### config.mk
export PLATFORM = sky130hd
export DESIGN_NAME = opc5_serial_boot
export DESIGN_NICKNAME = d
export VERILOG_FILES = /design/src/rtl/opc5_serial_boot.sv
export SDC_FILE = /design/constraint.sdc
export NUM_CORES = 1
export LEC_CHECK = 0
export BUFFER_PORTS_ARGS = -buffer_cell sky130_fd_sc_hd__buf_4
export CAP_MARGIN = 30
export CORE_ASPECT_RATIO = 1.5
export CORE_MARGIN = 2
export CORE_UTILIZATION = 40
export DETAILED_ROUTE_END_ITERATION = 10
export PLACE_DENSITY = 0.56
export SKIP_LAST_GASP = 1
export SLEW_MARGIN = 40
export SYNTH_ARGS = -nofsm -noshare
export SYNTH_HDL_FRONTEND = slang
export SYNTH_SLANG_ARGS = --single-unit
### constraint.sdc
create_clock -name clk -period 4.3 [get_ports clk]
set_input_delay 0.86 -clock clk [delete_from_list [all_inputs] [get_ports clk]]
set_output_delay 0.86 -clock clk [all_outputs]
set_load 0.01 [all_outputs]
### src/rtl/opc5_serial_boot.sv
// -----------------------------------------------------------------------------
// opc5_serial_boot
//
// Serial boot loader sitting between the UART receive path and the OPC5
// CPU/RAM pair. While the CPU is held in reset it receives a framed program
// image one byte at a time:
//
//   SYNC_BYTE, LEN_H, LEN_L, ADR_H, ADR_L, {DAT_H, DAT_L} x N, CSUM
//
// Each data word is written to RAM at the load address (incrementing, wrapping
// at 16 bits). The 8-bit sum of every byte after SYNC, CSUM included, must be
// zero for the frame to be accepted. On success the CPU is released and the
// loader parks in DONE until reset.
//
// Ports:
//   clk          system clock, all logic on posedge
//   reset        synchronous, active-high reset
//   rx_data      received byte, qualified by rx_valid
//   rx_valid     one-cycle strobe per received byte
//   mem_addr     RAM write address
//   mem_dout     RAM write data
//   mem_we       one-cycle RAM write strobe
//   cpu_reset_b  active-low CPU reset, released after a good frame
//   boot_done    high once a frame has checksummed correctly
//   boot_error   sticky error flag: checksum failure or inter-byte timeout
// -----------------------------------------------------------------------------
module opc5_serial_boot #(
    parameter int          CLKSPEED       = 32000000,
    parameter int          TIMEOUT_CYCLES = CLKSPEED / 100,
    parameter logic [7:0]  SYNC_BYTE      = 8'hA5
) (
    input  logic        clk,
    input  logic        reset,
    input  logic [7:0]  rx_data,
    input  logic        rx_valid,
    output logic [15:0] mem_addr,
    output logic [15:0] mem_dout,
    output logic        mem_we,
    output logic        cpu_reset_b,
    output logic        boot_done,
    output logic        boot_error
);

    localparam int             TW       = $clog2(TIMEOUT_CYCLES + 1);
    localparam logic [TW-1:0]  TMO_LAST = TW'(TIMEOUT_CYCLES - 1);

    typedef enum logic [3:0] {
        ST_SYNC,
        ST_LEN_H,
        ST_LEN_L,
        ST_ADR_H,
        ST_ADR_L,
        ST_DAT_H,
        ST_DAT_L,
        ST_CSUM,
        ST_DONE
    } state_t;

    state_t        state_q, state_d;
    logic [15:0]   len_q, len_d;          // words still to be received
    logic [15:0]   addr_q, addr_d;        // address of the next word
    logic [7:0]    hi_q, hi_d;            // high byte of the word in flight
    logic [7:0]    csum_q, csum_d;
    logic [TW-1:0] tmo_q, tmo_d;
    logic [15:0]   mem_addr_q, mem_addr_d;
    logic [15:0]   mem_dout_q, mem_dout_d;
    logic          mem_we_q, mem_we_d;
    logic          cpu_reset_b_q, cpu_reset_b_d;
    logic          boot_done_q, boot_done_d;
    logic          boot_error_q, boot_error_d;

    logic [7:0]    csum_sum;
    logic          in_frame;

    assign csum_sum = csum_q + rx_data;
    assign in_frame = (state_q != ST_SYNC) && (state_q != ST_DONE);

    always_comb begin
        // NOTE: every *_d gets a default before any branch; a path that left
        // one unassigned would make synthesis infer a latch.
        state_d       = state_q;
        len_d         = len_q;
        addr_d        = addr_q;
        hi_d          = hi_q;
        csum_d        = csum_q;
        tmo_d         = tmo_q;
        mem_addr_d    = mem_addr_q;
        mem_dout_d    = mem_dout_q;
        mem_we_d      = 1'b0;
        cpu_reset_b_d = cpu_reset_b_q;
        boot_done_d   = boot_done_q;
        boot_error_d  = boot_error_q;

        // Every byte after SYNC contributes to the checksum, CSUM included.
        if (in_frame && rx_valid) begin
            csum_d = csum_sum;
        end

        unique case (state_q)
            ST_SYNC: begin
                if (rx_valid && rx_data == SYNC_BYTE) begin
                    csum_d       = 8'h00;
                    boot_error_d = 1'b0;
                    state_d      = ST_LEN_H;
                end
            end
            ST_LEN_H: if (rx_valid) begin
                len_d[15:8] = rx_data;
                state_d     = ST_LEN_L;
            end
            ST_LEN_L: if (rx_valid) begin
                len_d[7:0] = rx_data;
                state_d    = ST_ADR_H;
            end
            ST_ADR_H: if (rx_valid) begin
                addr_d[15:8] = rx_data;
                state_d      = ST_ADR_L;
            end
            ST_ADR_L: if (rx_valid) begin
                addr_d[7:0] = rx_data;
                state_d     = (len_q == 16'h0000) ? ST_CSUM : ST_DAT_H;
            end
            ST_DAT_H: if (rx_valid) begin
                hi_d    = rx_data;
                state_d = ST_DAT_L;
            end
            ST_DAT_L: if (rx_valid) begin
                // The write is registered and issued on the following cycle,
                // so the next byte can be accepted immediately.
                mem_we_d   = 1'b1;
                mem_dout_d = {hi_q, rx_data};
                mem_addr_d = addr_q;
                addr_d     = addr_q + 16'h0001;
                len_d      = len_q - 16'h0001;
                state_d    = (len_q == 16'h0001) ? ST_CSUM : ST_DAT_H;
            end
            ST_CSUM: if (rx_valid) begin
                if (csum_sum == 8'h00) begin
                    state_d       = ST_DONE;
                    boot_done_d   = 1'b1;
                    cpu_reset_b_d = 1'b1;
                end else begin
                    boot_error_d = 1'b1;
                    state_d      = ST_SYNC;
                end
            end
            ST_DONE: begin
            end
            default: state_d = ST_SYNC;
        endcase

        // Inter-byte timeout. A byte on the expiry cycle wins, because the
        // expiry branch is only reached when rx_valid is low.
        if (!in_frame || rx_valid) begin
            tmo_d = '0;
        end else if (tmo_q == TMO_LAST) begin
            tmo_d        = '0;
            boot_error_d = 1'b1;
            state_d      = ST_SYNC;
        end else begin
            tmo_d = tmo_q + 1'b1;
        end
    end

    always_ff @(posedge clk) begin
        // NOTE: sequential state uses non-blocking assignments only, so every
        // flop samples its _d value from before this edge.
        if (reset) begin
            state_q       <= ST_SYNC;
            len_q         <= 16'h0000;
            addr_q        <= 16'h0000;
            hi_q          <= 8'h00;
            csum_q        <= 8'h00;
            tmo_q         <= '0;
            mem_addr_q    <= 16'h0000;
            mem_dout_q    <= 16'h0000;
            mem_we_q      <= 1'b0;
            cpu_reset_b_q <= 1'b0;
            boot_done_q   <= 1'b0;
            boot_error_q  <= 1'b0;
        end else begin
            state_q       <= state_d;
            len_q         <= len_d;
            addr_q        <= addr_d;
            hi_q          <= hi_d;
            csum_q        <= csum_d;
            tmo_q         <= tmo_d;
            mem_addr_q    <= mem_addr_d;
            mem_dout_q    <= mem_dout_d;
            mem_we_q      <= mem_we_d;
            cpu_reset_b_q <= cpu_reset_b_d;
            boot_done_q   <= boot_done_d;
            boot_error_q  <= boot_error_d;
        end
    end

    assign mem_addr    = mem_addr_q;
    assign mem_dout    = mem_dout_q;
    assign mem_we      = mem_we_q;
    assign cpu_reset_b = cpu_reset_b_q;
    assign boot_done   = boot_done_q;
    assign boot_error  = boot_error_q;

endmodule
==> summary.md <==
| Metric | Value |
|---|---|
| Status | `completed` |
| Synth async-reset ratio | `0%` |
| Seq cells post-synth | `106` |
| First-pass detailed-route iteration total | `5` |
| Final Setup Violations | `0` |
| Die Y | `141 um` |
| WP buf/inv | `1` |
| Post-Syn Area | `5030 um^2` |
| Die width | `95.5 um` |
| Largest net degree at the start of global routing | `83` |
| Synth cell types | `54` |
| Synthesized netlist cell count | `646` |
| Final Hold Slack | `447 ps` |
| Clock group share of total power | `43.5%` |
| Crit-path max FO | `8` |
| Cell Rows | `50` |
| Drc violations | `0` |
| Int Power | `1.40 mW` |
| Post-DRT Antenna Nets | `0` |
| Synth Net Count | `669` |
| Req. time, crit path | `4550 ps` |
| Synth Warn # | `0` |
| Setup tns final | `0 ps` |
| Gate power share | `3.4%` |
| Max VDD drop | `0.233 mV` |
| First-pass GRT wire length | `21.3 mm` |
| CP max stage cell | `or4_1` |
| Postcts setup bufs | `0` |
| Slew HR | `53.9%` |
| GRT overflow | `0` |
| Max incr delay on CP | `510 ps` |
| Post-synthesis sequential area ratio | `42.2%` |
| Initial DRC Count | `281` |
| Cells along the critical path | `buf_4, ha_1, fa_1, a211oi_1, nor2_1, xor2_1, or4_1, or3_4, a2111oi_2` |
| Post-DP HPWL | `8.96 mm` |
| Placed insts | `816` |
| CTS tree | `done` |
| HP Class | `flip-flop to flip-flop` |
| Worst clock skew | `9.51 ps` |
| Hold Violations, Final | `0` |
| Gp weighted congestion | `0.899` |
| Origin of the worst min-delay path | `hi_q[0]$_SDFFE_PP0P_` |
| CTS Buf Count | `9` |
| Via count | `4,547` |
| Final min period | `3220 ps` |
| Final std cells w/o fill | `832` |
| Die area | `13,500 um^2` |
| PortBufs | `46` |
| Most common flop cell mapped by yosys | `dfxtp_1` |
| Max Slew Vio Count | `0` |
| Largest cells by area after synthesis | `dfxtp_1 42%, nand2_1 8.3%, a21oi_1 7.5%, nor2_1 5.8%, o21ai_0 3.5%` |
| Max-cap check violation count | `0` |
| CP delay by family, top | `simple AND/OR/NAND/NOR gates` |
| Syn Area/Cell | `7.78 um^2` |
| Routed wire length | `13.0 mm` |
| Initial Util | `40.6%` |
| Total power | `1.85 mW` |
| Core area | `12,400 um^2` |
| Crit path launch type | `primary input` |
| Sequential Power Share | `53.1%` |
| Vias in the first global route | `4,294` |
| # IOs | `47` |
| Antenna violations before repair | `0` |
| RR Startpoint | `csum_q[0]$_SDFF_PP0_` |
| WL/cell | `15.6 um` |
| Layout net count | `694` |
| Critical path class | `primary input to flip-flop` |
| Layout area overhead | `14.7%` |
| Resize count post-CTS | `0` |
| EDFF count, synth | `0` |
| Maximum clock rate | `311 MHz` |
| Biggest area consumer among synthesized cells | `dfxtp_1` |
| CP Launch Point | `rx_data[0]` |
| Worst-skew pair later-pin latency | `350 ps` |
| Measured slew at the worst slew-check pin | `686 ps` |
| Top cell type's share of synthesized area | `42.2%` |
| Vias/cell | `5.47` |
| Period utilisation layout | `74.8%` |
| Ant diodes | `0` |
| CP Capture Type | `flip-flop` |
| CTS Hold Bufs | `0` |
| LEAKAGE | `2.03 nW` |
| Clk slew on worst S/H paths | `80 ps` |
| Overall Global Routing Usage | `19.9%` |
| Power Dens Cells | `320 nW/um^2` |
| Share of layout cells above drive strength 1 | `11.4%` |
| Unrepaired setup endpoints after global routing | `no` |
| Clock root cell | `clkbuf_16` |
| CTS Buffer Depth | `2` |
| P_sw | `442 uW` |
| Worst EP arrival | `3460 ps` |
| Sink Count | `106` |
| H-tree levels | `3` |
| Net Sw Frac | `23.9%` |
power groups by stage:
stage	Combinational, mW	Sequential (mW)	Clock, mW
3_3_place_gp	0.0619	1.00	0
5_1_grt	0.0690	0.981	0.859
2_1_floorplan	0.0350	1.00	0
3_5_place_dp	0.0630	1.00	0
4_1_cts	0.0631	0.981	0.824
6_report	0.0624	0.981	0.804
cells by family (layout without fill, tap and decap cells):
kind of cell / count (synthesis) / after routing / share of synthesized area [%]
mux: 10 / 10 / 1.99
simple gates: 286 / 286 / 25.9
buf+inv: 47 / 77 / 3.61
xor+xnor: 26 / 26 / 4.80
flops: 106 / 106 / 42.2
compound gates: 159 / 159 / 18.4
fa+ha+maj: 12 / 12 / 3.14
final timing paths:
kind                            slack [ps]  cells after the start                        to
worst max-delay path                  1080                      9     state_q[3]$_SDFF_PP0_
worst min-delay path                   450                      2  mem_dout[8]$_SDFFE_PP0P_
worst max register to register        1460                      8     state_q[3]$_SDFF_PP0_
worst min register to register         450                      2  mem_dout[8]$_SDFFE_PP0P_
layout by cell type, fill, tap and decap left out, types with 3 or more instances in the layout:
| cell | n |
|---|---|
| a211oi_1 | 5 |
| a21o_1 | 3 |
| a21oi_1 | 75 |
| a22oi_1 | 6 |
| a31oi_1 | 9 |
| and2_1 | 4 |
| and3_1 | 9 |
| buf_4 | 51 |
| clkbuf_16 | 9 |
| dfxtp_1 | 106 |
| ha_1 | 11 |
| inv_1 | 9 |
| inv_6 | 3 |
| mux2i_1 | 10 |
| nand2_1 | 111 |
| nand2b_1 | 3 |
| nand3_1 | 20 |
| nand4_1 | 7 |
| nor2_1 | 76 |
| nor2b_1 | 3 |
| nor3_1 | 21 |
| nor3b_1 | 3 |
| nor4_1 | 6 |
| nor4bb_1 | 3 |
| o21ai_0 | 35 |
| o22ai_1 | 4 |
| o31ai_1 | 6 |
| or3_1 | 6 |
| or4_1 | 4 |
| xnor2_1 | 9 |
| xor2_1 | 16 |
flip-flops by register name (all words and copies together), names as in the netlist:
register,cells
tmo_q,19
addr_q,16
len_q,16
mem_addr,16
mem_dout,16
csum_q,8
hi_q,8
state_q,4
boot_done,1
boot_error,1
mem_we,1
area by class of cell:
| type | instances | area [um^2] |
|---|---|---|
| fill | 1251 | 6620 |
| multi-input combinational | 493 | 2740 |
| sequential | 106 | 2120 |
| timing repair buffer | 52 | 394 |
| clock buffer | 9 | 225 |
| tap | 156 | 195 |
| clock inverter | 7 | 60.1 |
| inverter | 9 | 33.8 |
through the flow:
| step | util [%] | setup WS (ps) | cell area (um^2) |
|---|---|---|---|
| after floorplan | - | 1050 | 5030 |
| after global placement | 44.1 | 772 | 5470 |
| after detailed placement | 44.1 | 726 | 5470 |
| after CTS | 46.4 | 1090 | 5750 |
| after global routing | 46.5 | 908 | 5770 |
| final | 46.5 | 1080 | 5770 |
cells in the mapped netlist (3+ instances only):
library cell / instances
a211oi_1: 5
a21o_1: 3
a21oi_1: 75
a22oi_1: 6
a31oi_1: 9
and2_1: 4
and3_1: 9
clkbuf_1: 34
dfxtp_1: 106
ha_1: 11
inv_1: 9
mux2i_1: 10
nand2_1: 111
nand2b_1: 3
nand3_1: 20
nand4_1: 7
nor2_1: 78
nor2b_1: 3
nor3_1: 21
nor3b_1: 3
nor4_1: 7
nor4bb_1: 3
o21ai_0: 35
o22ai_1: 4
o31ai_1: 6
or3_1: 6
or4_1: 4
xnor2_1: 9
xor2_1: 16
metal layers:
layer	global-route usage [%]	routed length (um)
met1	24.4	5570
met2	34.6	6770
met5	0	0
met4	7.07	300
met3	3.19	313
worst reg2reg max path: stages, from the launching register on:
cell,delay [ps]
dfxtp_1,320
ha_1,210
fa_1,410
a211oi_1,320
nor2_1,100
xor2_1,160
or4_1,510
or3_4,360
a2111oi_2,350
Note: power is estimated with default switching activity, not from simulation.
